File: src/rtl/reg_serializer.sv
// rtl/reg_serializer.sv - parallel word to 1-bit valid/ready stream serializer
// Optional trailing even-parity bit enabled by defining REG_SERIALIZER_PARITY_EN.
module reg_serializer #(
    parameter int DATAWIDTH = 64,
    parameter bit MSB_FIRST = 1'b0
) (
    input  logic                 Clk,
    input  logic                 Rst,
    input  logic [DATAWIDTH-1:0] d,
    input  logic                 d_valid,
    output logic                 d_ready,
    output logic                 sout,
    output logic                 sout_valid,
    input  logic                 sout_ready,
    output logic                 busy,
    output logic                 done
);

    localparam int CW = $clog2(DATAWIDTH + 1);
    localparam logic [CW-1:0] LAST = CW'(DATAWIDTH - 1);

`ifdef REG_SERIALIZER_PARITY_EN
    typedef enum logic [1:0] {IDLE, SHIFT, PAR} state_t;
    logic parity;
`else
    typedef enum logic [0:0] {IDLE, SHIFT} state_t;
`endif

    state_t               state;
    logic [DATAWIDTH-1:0] sreg;
    logic [CW-1:0]        cnt;

    always_ff @(posedge Clk) begin
        if (Rst) begin
            state <= IDLE;
            sreg  <= '0;
            cnt   <= '0;
            done  <= 1'b0;
`ifdef REG_SERIALIZER_PARITY_EN
            parity <= 1'b0;
`endif
        end else begin
            done <= 1'b0;
            case (state)
                IDLE: begin
                    if (d_valid) begin
                        sreg  <= d;
                        cnt   <= '0;
                        state <= SHIFT;
`ifdef REG_SERIALIZER_PARITY_EN
                        parity <= ^d;
`endif
                    end
                end
                SHIFT: begin
                    // Everything holds while the sink stalls, so no bit is lost or repeated.
                    if (sout_ready) begin
                        sreg <= MSB_FIRST ? (sreg << 1) : (sreg >> 1);
                        cnt  <= cnt + CW'(1);
                        if (cnt == LAST) begin
`ifdef REG_SERIALIZER_PARITY_EN
                            state <= PAR;
`else
                            state <= IDLE;
                            done  <= 1'b1;
`endif
                        end
                    end
                end
`ifdef REG_SERIALIZER_PARITY_EN
                PAR: begin
                    if (sout_ready) begin
                        state <= IDLE;
                        done  <= 1'b1;
                    end
                end
`endif
                default: state <= IDLE;
            endcase
        end
    end

    assign d_ready    = (state == IDLE);
    assign sout_valid = (state != IDLE);
    assign busy       = (state != IDLE);

    always_comb begin
        sout = 1'b0;
        case (state)
            SHIFT: sout = MSB_FIRST ? sreg[DATAWIDTH-1] : sreg[0];
`ifdef REG_SERIALIZER_PARITY_EN
            PAR:   sout = parity;
`endif
            default: sout = 1'b0;
        endcase
    end

endmodule
File: config.mk
export PLATFORM = sky130hd
export DESIGN_NAME = reg_serializer
export DESIGN_NICKNAME = d
export VERILOG_FILES = /design/src/rtl/reg_serializer.sv
export SDC_FILE = /design/constraint.sdc
export NUM_CORES = 1
export LEC_CHECK = 0
export ABC_AREA = 1
export CAP_MARGIN = 20
export CORE_ASPECT_RATIO = 1.1
export CORE_MARGIN = 2
export CORE_UTILIZATION = 40
export DETAILED_ROUTE_END_ITERATION = 7
export PLACE_DENSITY = 0.67
export SYNTH_ARGS = -nofsm -noshare
export SYNTH_HDL_FRONTEND = slang
export SYNTH_SLANG_ARGS = --single-unit
export TNS_END_PERCENT = 100
File: constraint.sdc
create_clock -name Clk -period 1.4 [get_ports Clk]
set_input_delay 0.35 -clock Clk [delete_from_list [all_inputs] [get_ports Clk]]
set_output_delay 0.35 -clock Clk [all_outputs]
set_load 0.03 [all_outputs]
# After elaboration in Yosys (flattened, before gate mapping)
# Index checks and enable logic that the tools add are counted.
word_totals:
  ff_bits: 73
  wordCells: 24
classes:
  addsub: 1
  n_eq_ne: 3
  muxes: 12
  bitwise: 2
  reduce_logical: 2
op_table:
  columns: ["cell", "count"]
  rows:
  - ["$mux W64", 2]
  - ["$pmux W64 S2", 1]
  - ["$mux W7", 2]
  - ["$pmux W7 S2", 1]
  - ["$add A7 B1 Y7 const B", 1]
  - ["$eq A7 B6 Y1 const B", 1]
  - ["$mux W1", 5]
  - ["$ne A2 B2 Y1 const B", 2]
  - ["$reduce_or A3 Y1", 1]
  - ["$not A1 Y1", 2]
  - ["$pmux W1 S2", 1]
  - ["$reduce_and A2 Y1", 1]

# Longest topological paths before layout
# Gate-level depths: netlist of run 1.
depth:
  depth_word: 4
  depth_mapped: 8
  depth_no_buf: 6

# Worst setup path after synthesis of run 1
# Ideal clock, no wire load.
synth_path:
  path_kind: "register -> output"
  startpoint: "register state, in the netlist busy"
  endpoint: "output port sout"
  arrival_time_ns: 1.265
  slack_ns: -0.215
  path_stages_with_launch: 5
  cell_sequence: "dfxtp_1 -> buf_2 -> buf_2 -> nand2_1 -> inv_1"
synth_via:
  elab_chain_len: 1
synth_lines:
  columns: ["item", "line", "source"]
  rows:
  - ["from (decl)", "29", "state_t state;"]
  - ["from (signal assigned)", "35", "state <= IDLE;"]
  - ["from (signal assigned)", "49", "state <= SHIFT;"]
  - ["from (signal assigned)", "64", "state <= IDLE;"]
  - ["$mux W1", "89", "case (state)"]
  - ["to (decl)", "12", "output logic sout,"]
# No other way between the ends.

# Final worst setup path of run 1
# Ends and elaborated chain as after synthesis.

==> flow_metrics.tcl, run 1 <==
set metrics [dict create \
    synth_seq_area_share 0.431 \
    postLayoutSetupSlackWorst_ns -0.0383 \
    ys_warn_count 0 \
    drtPass1Iterations 4 \
    power_frac_comb 0.204 \
    vias_per_cell 4.71 \
    port_buffers 72 \
    report.final.hold_viol_count 0 \
    timing.final.crit_period_ns 1.44 \
    insertedDiodeCount 0 \
    failed_checks "setup timing" \
    final.hold.worst_slack_ns 0.475 \
    design.portCount 73 \
    postSynthCellCount 543 \
    critical_path.endpoint_type "output port" \
    switching_share 0.269 \
    die_h_um 101 \
    placed_cells 710 \
    initial_utilization 0.408 \
    final_non_filler_cell_total 737 \
    cts-htree-levels 3 \
    wl_per_cell_um 11.9 \
    synthDistinctLibCells 15 \
    area_of_combinational_cells_with_multiple_inputs_um2 1730 \
    outcome "finished, violations left" \
    clock-skew-final_ns 0.0112 \
    hpwlAfterDp_um 5190 \
    tritoncts "built" \
    route.vias.total 3470 \
    number_of_drc_violations_after_detailed_routing 0 \
    first_global_vias 3358 \
    setup_viol 2 \
    grt.total_usage 0.195 \
    power_density_nw_per_um2 1100 \
    worst_pin_slew_ns 0.299 \
    core-area_um2 8320 \
    post_layout_total_power_mw 5.27 \
    drt_wl_total_um 8790 \
    layout-drive-gt1-share 0.0958 \
    die_width_um 91.8 \
    grt_setup_unrepaired "true" \
    cts-root-buf "sky130_fd_sc_hd__clkbuf_8" \
    power.ir.vdd_worst_v 0.000528 \
    num-fill-cells 819 \
    post_cts_hold_buffer_count 0 \
    min_period_over_period 1.03 \
    fin_tns_setup_ns -0.0556 \
    cp.required_ns 1.05 \
    ys_ff_latch 73 \
    intPower_mw 3.85 \
    synth_nets 612 \
    number_of_cts_inserted_buffers 9 \
    dr.first_iter.drc_count 157 \
    cts_num_sinks 73 \
    max_cap_violations 0 \
    final_nets 690 \
    grt-ovfl-total 0 \
    fp-row-count 35 \
    drtAntennaViolNets 0 \
    static-leakage-power_nw 2.28 \
    syn-cell-area_um2 3390 \
    hold_class "reg -> reg" \
    grt_antenna_before_repair 0 \
    post_synth.cell_area_avg_um2 6.24 \
    worst_slew_margin_rel 0.800 \
    grt_first_pass_wirelength_um 14700 \
    final-max-slew-violation-count 0 \
    cts.reportedPaths.clkPinSlew_ns 0.08 \
    gp_congestion 0.778 \
    maxClockFrequency_mhz 695 \
    dieArea_um2 9230 \
    area_growth_pct 40.8 \
    net_switching_component_of_the_power_mw 1.42 \
    startpoint_type "flip-flop" \
    power.share.clock 0.350 \
    grt_max_degree 43 \
    final_core_utilization 0.574 \
    crit_fanout 5 \
    layout.area.seq_um2 1470 \
    clock_tree.buffer_depth 2 \
    timing_worst_setup_path_type "reg -> out" \
    power_frac_seq 0.446 \
    arrival_ns 1.09 \
    clkLatencyLatePin_ns 0.35 \
]
-- flip-flops by register name, summed over array words and instances, names as in the netlist --
name	cells
cnt	7
done	1
busy	1
sreg	64
-- routing by layer --
metal / wire length, um / vias to the layer above / GRT usage
met5: 0 / - / 0
met4: 131 / 0 / 0.0712
met3: 438 / 15 / 0.0449
met2: 4080 / 81 / 0.322
met1: 4140 / 1534 / 0.250
li1: - / 1840 / -
-- Yosys cell counts, drive strengths merged --
cell    instances  area share
nand2         207        0.23
dfxtp          73        0.43
inv             9       0.010
a21oi           8       0.012
o21ai          65       0.096
nand3b          1      0.0022
nor2          136        0.15
buf            24       0.041
clkbuf         12       0.013
nor3            1      0.0015
ha              1      0.0037
nand3           6      0.0089
-- cell usage in the layout (no fill, tap or decap), drive strengths merged --
cell type        n
bufbuf           3
nand2          207
o21ai           65
nor2           136
dfxtp           73
bufinv           2
clkdlybuf4s50   67
clkinv           4
ha               1
nand3b           1
buf             31
a21oi            8
clkbuf          13
nand3            6
inv              8
nor3             1
-- metrics by stage --
stage | cell area, um^2 | setup WS (ns)
after floorplan | 3390 | 0.00000944
after global placement | 4290 | -0.188
after detailed placement | 4290 | -0.204
after CTS | 4690 | -0.0652
after global routing | 4780 | -0.0840
final | 4780 | -0.0383
-- what timing repair did --
action,4_1_cts,5_1_grt
gates resized for setup,9,45
gates cloned,3,2
setup buffers,6,0
pin swaps,1,0
setup endpoints to repair,4,69
-- area by class of cell --
type	instances	area share
Sequential cell	73	0.307
Inverter	9	0.00917
Timing Repair Buffer	103	0.246
Clock inverter	5	0.0165
Tap cell	111	0.0291
Multi-Input combinational cell	425	0.363
Clock buffer	11	0.0296
-- power groups by stage --
stage	Combinational, mW	Clock [mW]	Sequential, mW
final	1.07	1.84	2.35
after detailed placement	0.921	0	2.38
after global routing	1.21	1.97	2.37
after global placement	0.911	0	2.38
after floorplan	0.554	0	2.37
after CTS	1.01	1.89	2.34
-- worst max-delay path: stages, from the launching register on --
cell	delay [ns]
sky130_fd_sc_hd__dfxtp_4	0.41
sky130_fd_sc_hd__buf_6	0.13
sky130_fd_sc_hd__nand2_4	0.04
sky130_fd_sc_hd__inv_2	0.05
sky130_fd_sc_hd__buf_6	0.12
-- kinds of logic after synthesis --
family                   synth area share
AND/OR/NAND/NOR                     0.394
AO/OA/AOI/OAI                       0.108
flip-flops                          0.431
buffers and inverters              0.0638
adder cells (fa/ha/maj)           0.00369
-- final timing paths --
| path | cells past startpoint | slack, ns | startpoint | to |
|---|---|---|---|---|
| setup / recovery | 4 | -0.04 | busy | sout |
| hold / removal | 2 | 0.47 | cnt[4] | cnt[4] |
| hold reg to reg | 2 | 0.47 | cnt[4] | cnt[4] |
| setup reg to reg | 8 | 0.04 | busy | sreg[21] |
No activity file was read; power rests on OpenSTA's default activity.
==> run 2, diff against run 1 <==
Settings changed: CORE_UTILIZATION 40 to 45, PLACE_DENSITY 0.67 to 0.74.
==> run 2 against run 1 <==
  * Global-route usage is 2.7 points higher
  * Combinational power is 5% lower
  * Non-clock buffer count is 2 lower
  * The flow still finishes with violations (setup timing)
  * Worst setup slack worse by 0.012 ns
==> flow_metrics.tcl, run 2 (synthesized netlist as in run 1, its figures left out) <==
set metrics [dict create \
    outcome "finished, violations left" \
    failed_checks "setup timing" \
    post_cts_hold_buffer_count 0 \
    report.final.hold_viol_count 0 \
    grt_max_degree 45 \
    design.portCount 73 \
    layout.cells.most_common "sky130_fd_sc_hd__nand2_1" \
    power_density_nw_per_um2 1050 \
    route.vias.total 3536 \
    grt_setup_unrepaired "true" \
    cts-htree-levels 3 \
    power.ir.vdd_worst_v 0.000589 \
    drtAntennaViolNets 0 \
    fp-row-count 33 \
    insertedDiodeCount 0 \
    layout.area.seq_um2 1470 \
    vias_per_cell 4.97 \
    startpoint_type "flip-flop" \
    top_library_cells_by_usage_in_the_layout_fill_and_taps_aside "sky130_fd_sc_hd__nand2_1, sky130_fd_sc_hd__nor2_1, sky130_fd_sc_hd__dfxtp_1" \
    final-max-slew-violation-count 0 \
    dr.first_iter.drc_count 161 \
    clock_tree.buffer_depth 2 \
    drtPass1Iterations 4 \
    worst_slew_margin_rel 0.807 \
    registers.top_by_ff_count "sreg" \
    timing.final.crit_period_ns 1.45 \
    final_core_utilization 0.626 \
    setup_viol 3 \
    die_h_um 95.0 \
    clock-skew-final_ns 0.0100 \
    placement.setup.worst_slack_ns -0.215 \
    max_cap_violations 0 \
    final_nets 688 \
    number_of_drc_violations_after_detailed_routing 0 \
    maxUsedRoutingLayer "met4" \
    cp.required_ns 1.05 \
    grt_antenna_before_repair 0 \
    area_growth_pct 36.3 \
    clkLatencyLatePin_ns 0.35 \
    timing_worst_setup_path_type "reg -> out" \
    core-area_um2 7390 \
    wl_per_cell_um 12.4 \
    biggestRegsByFlops "sreg: 64 flops, cnt: 7 flops" \
    grt_first_pass_wirelength_um 14700 \
    postLayoutSetupSlackWorst_ns -0.0502 \
    grt.total_usage 0.222 \
    gp_congestion 0.804 \
    critical_path.endpoint_type "output port" \
    hold_class "reg -> reg" \
    area_of_combinational_cells_with_multiple_inputs_um2 1720 \
    static-leakage-power_nw 2.22 \
    maxClockFrequency_mhz 690 \
    dr_wl_met2_um 4170 \
    met3WireLength_um 426 \
    port_buffers 72 \
    arrival_ns 1.10 \
    tritoncts "built" \
    number_of_cts_inserted_buffers 9 \
    cts.reportedPaths.clkPinSlew_ns 0.07 \
    layout-drive-gt1-share 0.0897 \
    min_period_over_period 1.04 \
    num-fill-cells 663 \
    dieArea_um2 8250 \
    first_global_vias 3345 \
    hpwlAfterDp_um 5180 \
    die_width_um 86.8 \
    worst_pin_slew_ns 0.289 \
    initial_utilization 0.459 \
    cts-root-buf "sky130_fd_sc_hd__clkbuf_8" \
    drt_wl_total_um 8800 \
    detail_route.wirelength.met1_um 4130 \
    grt-ovfl-total 0 \
    crit_fanout 10 \
    largest_register_ffs 64 \
    cts_num_sinks 73 \
    fin_tns_setup_ns -0.129 \
    final.hold.worst_slack_ns 0.469 \
]
==> run 2: final timing paths <==
check	cells past startpoint	start	end	slack, ns
worst min register to register	2	sreg[63]	sreg[63]	0.47
worst max register to register	8	busy	sreg[15]	0.05
worst max-delay path	3	busy	d_ready	-0.05
worst min-delay path	2	sreg[63]	sreg[63]	0.47
==> run 2: timing repair <==
action                     CTS  global route
pin swaps                    0             3
resized for setup            6             7
setup endpoints to repair    4            28
gates cloned                 3             1
setup buffers                4             0
==> run 2: per-layer routing <==
layer / vias to the layer above / global-route usage
met5: - / 0
met4: 0 / 0.0885
met3: 6 / 0.0338
met2: 85 / 0.379
met1: 1614 / 0.281
li1: 1831 / -
==> run 2: worst max-delay path: stages, from the launching register on <==
cell                      delay (ns)
sky130_fd_sc_hd__dfxtp_4        0.38
sky130_fd_sc_hd__inv_4          0.10
sky130_fd_sc_hd__buf_12         0.14
sky130_fd_sc_hd__buf_6          0.13
==> run 2: where the power goes <==
part | switching, mW | leakage [nW] | internal (mW)
Clock | 0.769 | 0.0846 | 0.737
Combinational | 0.515 | 1.53 | 0.505
Sequential | 0.0905 | 0.604 | 2.26
==> run 2: through the flow <==
| step | std cells | total power [mW] | cell area (um^2) |
|---|---|---|---|
| 6_report | 711 | 4.87 | 4620 |
| 5_1_grt | 711 | 5.16 | 4620 |
| 4_1_cts | 710 | 4.88 | 4580 |
| 3_5_place_dp | 687 | 3.29 | 4250 |
| 3_3_place_gp | 687 | 3.27 | 4250 |
| 2_1_floorplan | 543 | 2.92 | 3390 |
==> run 2: layout make-up <==
class	instances	share of cell area
clock inverter	4	0.00595
timing repair buffer	101	0.240
inverter	9	0.00839
tap	87	0.0235
sequential	73	0.317
multi-input combinational	425	0.372
clock buffer	12	0.0336
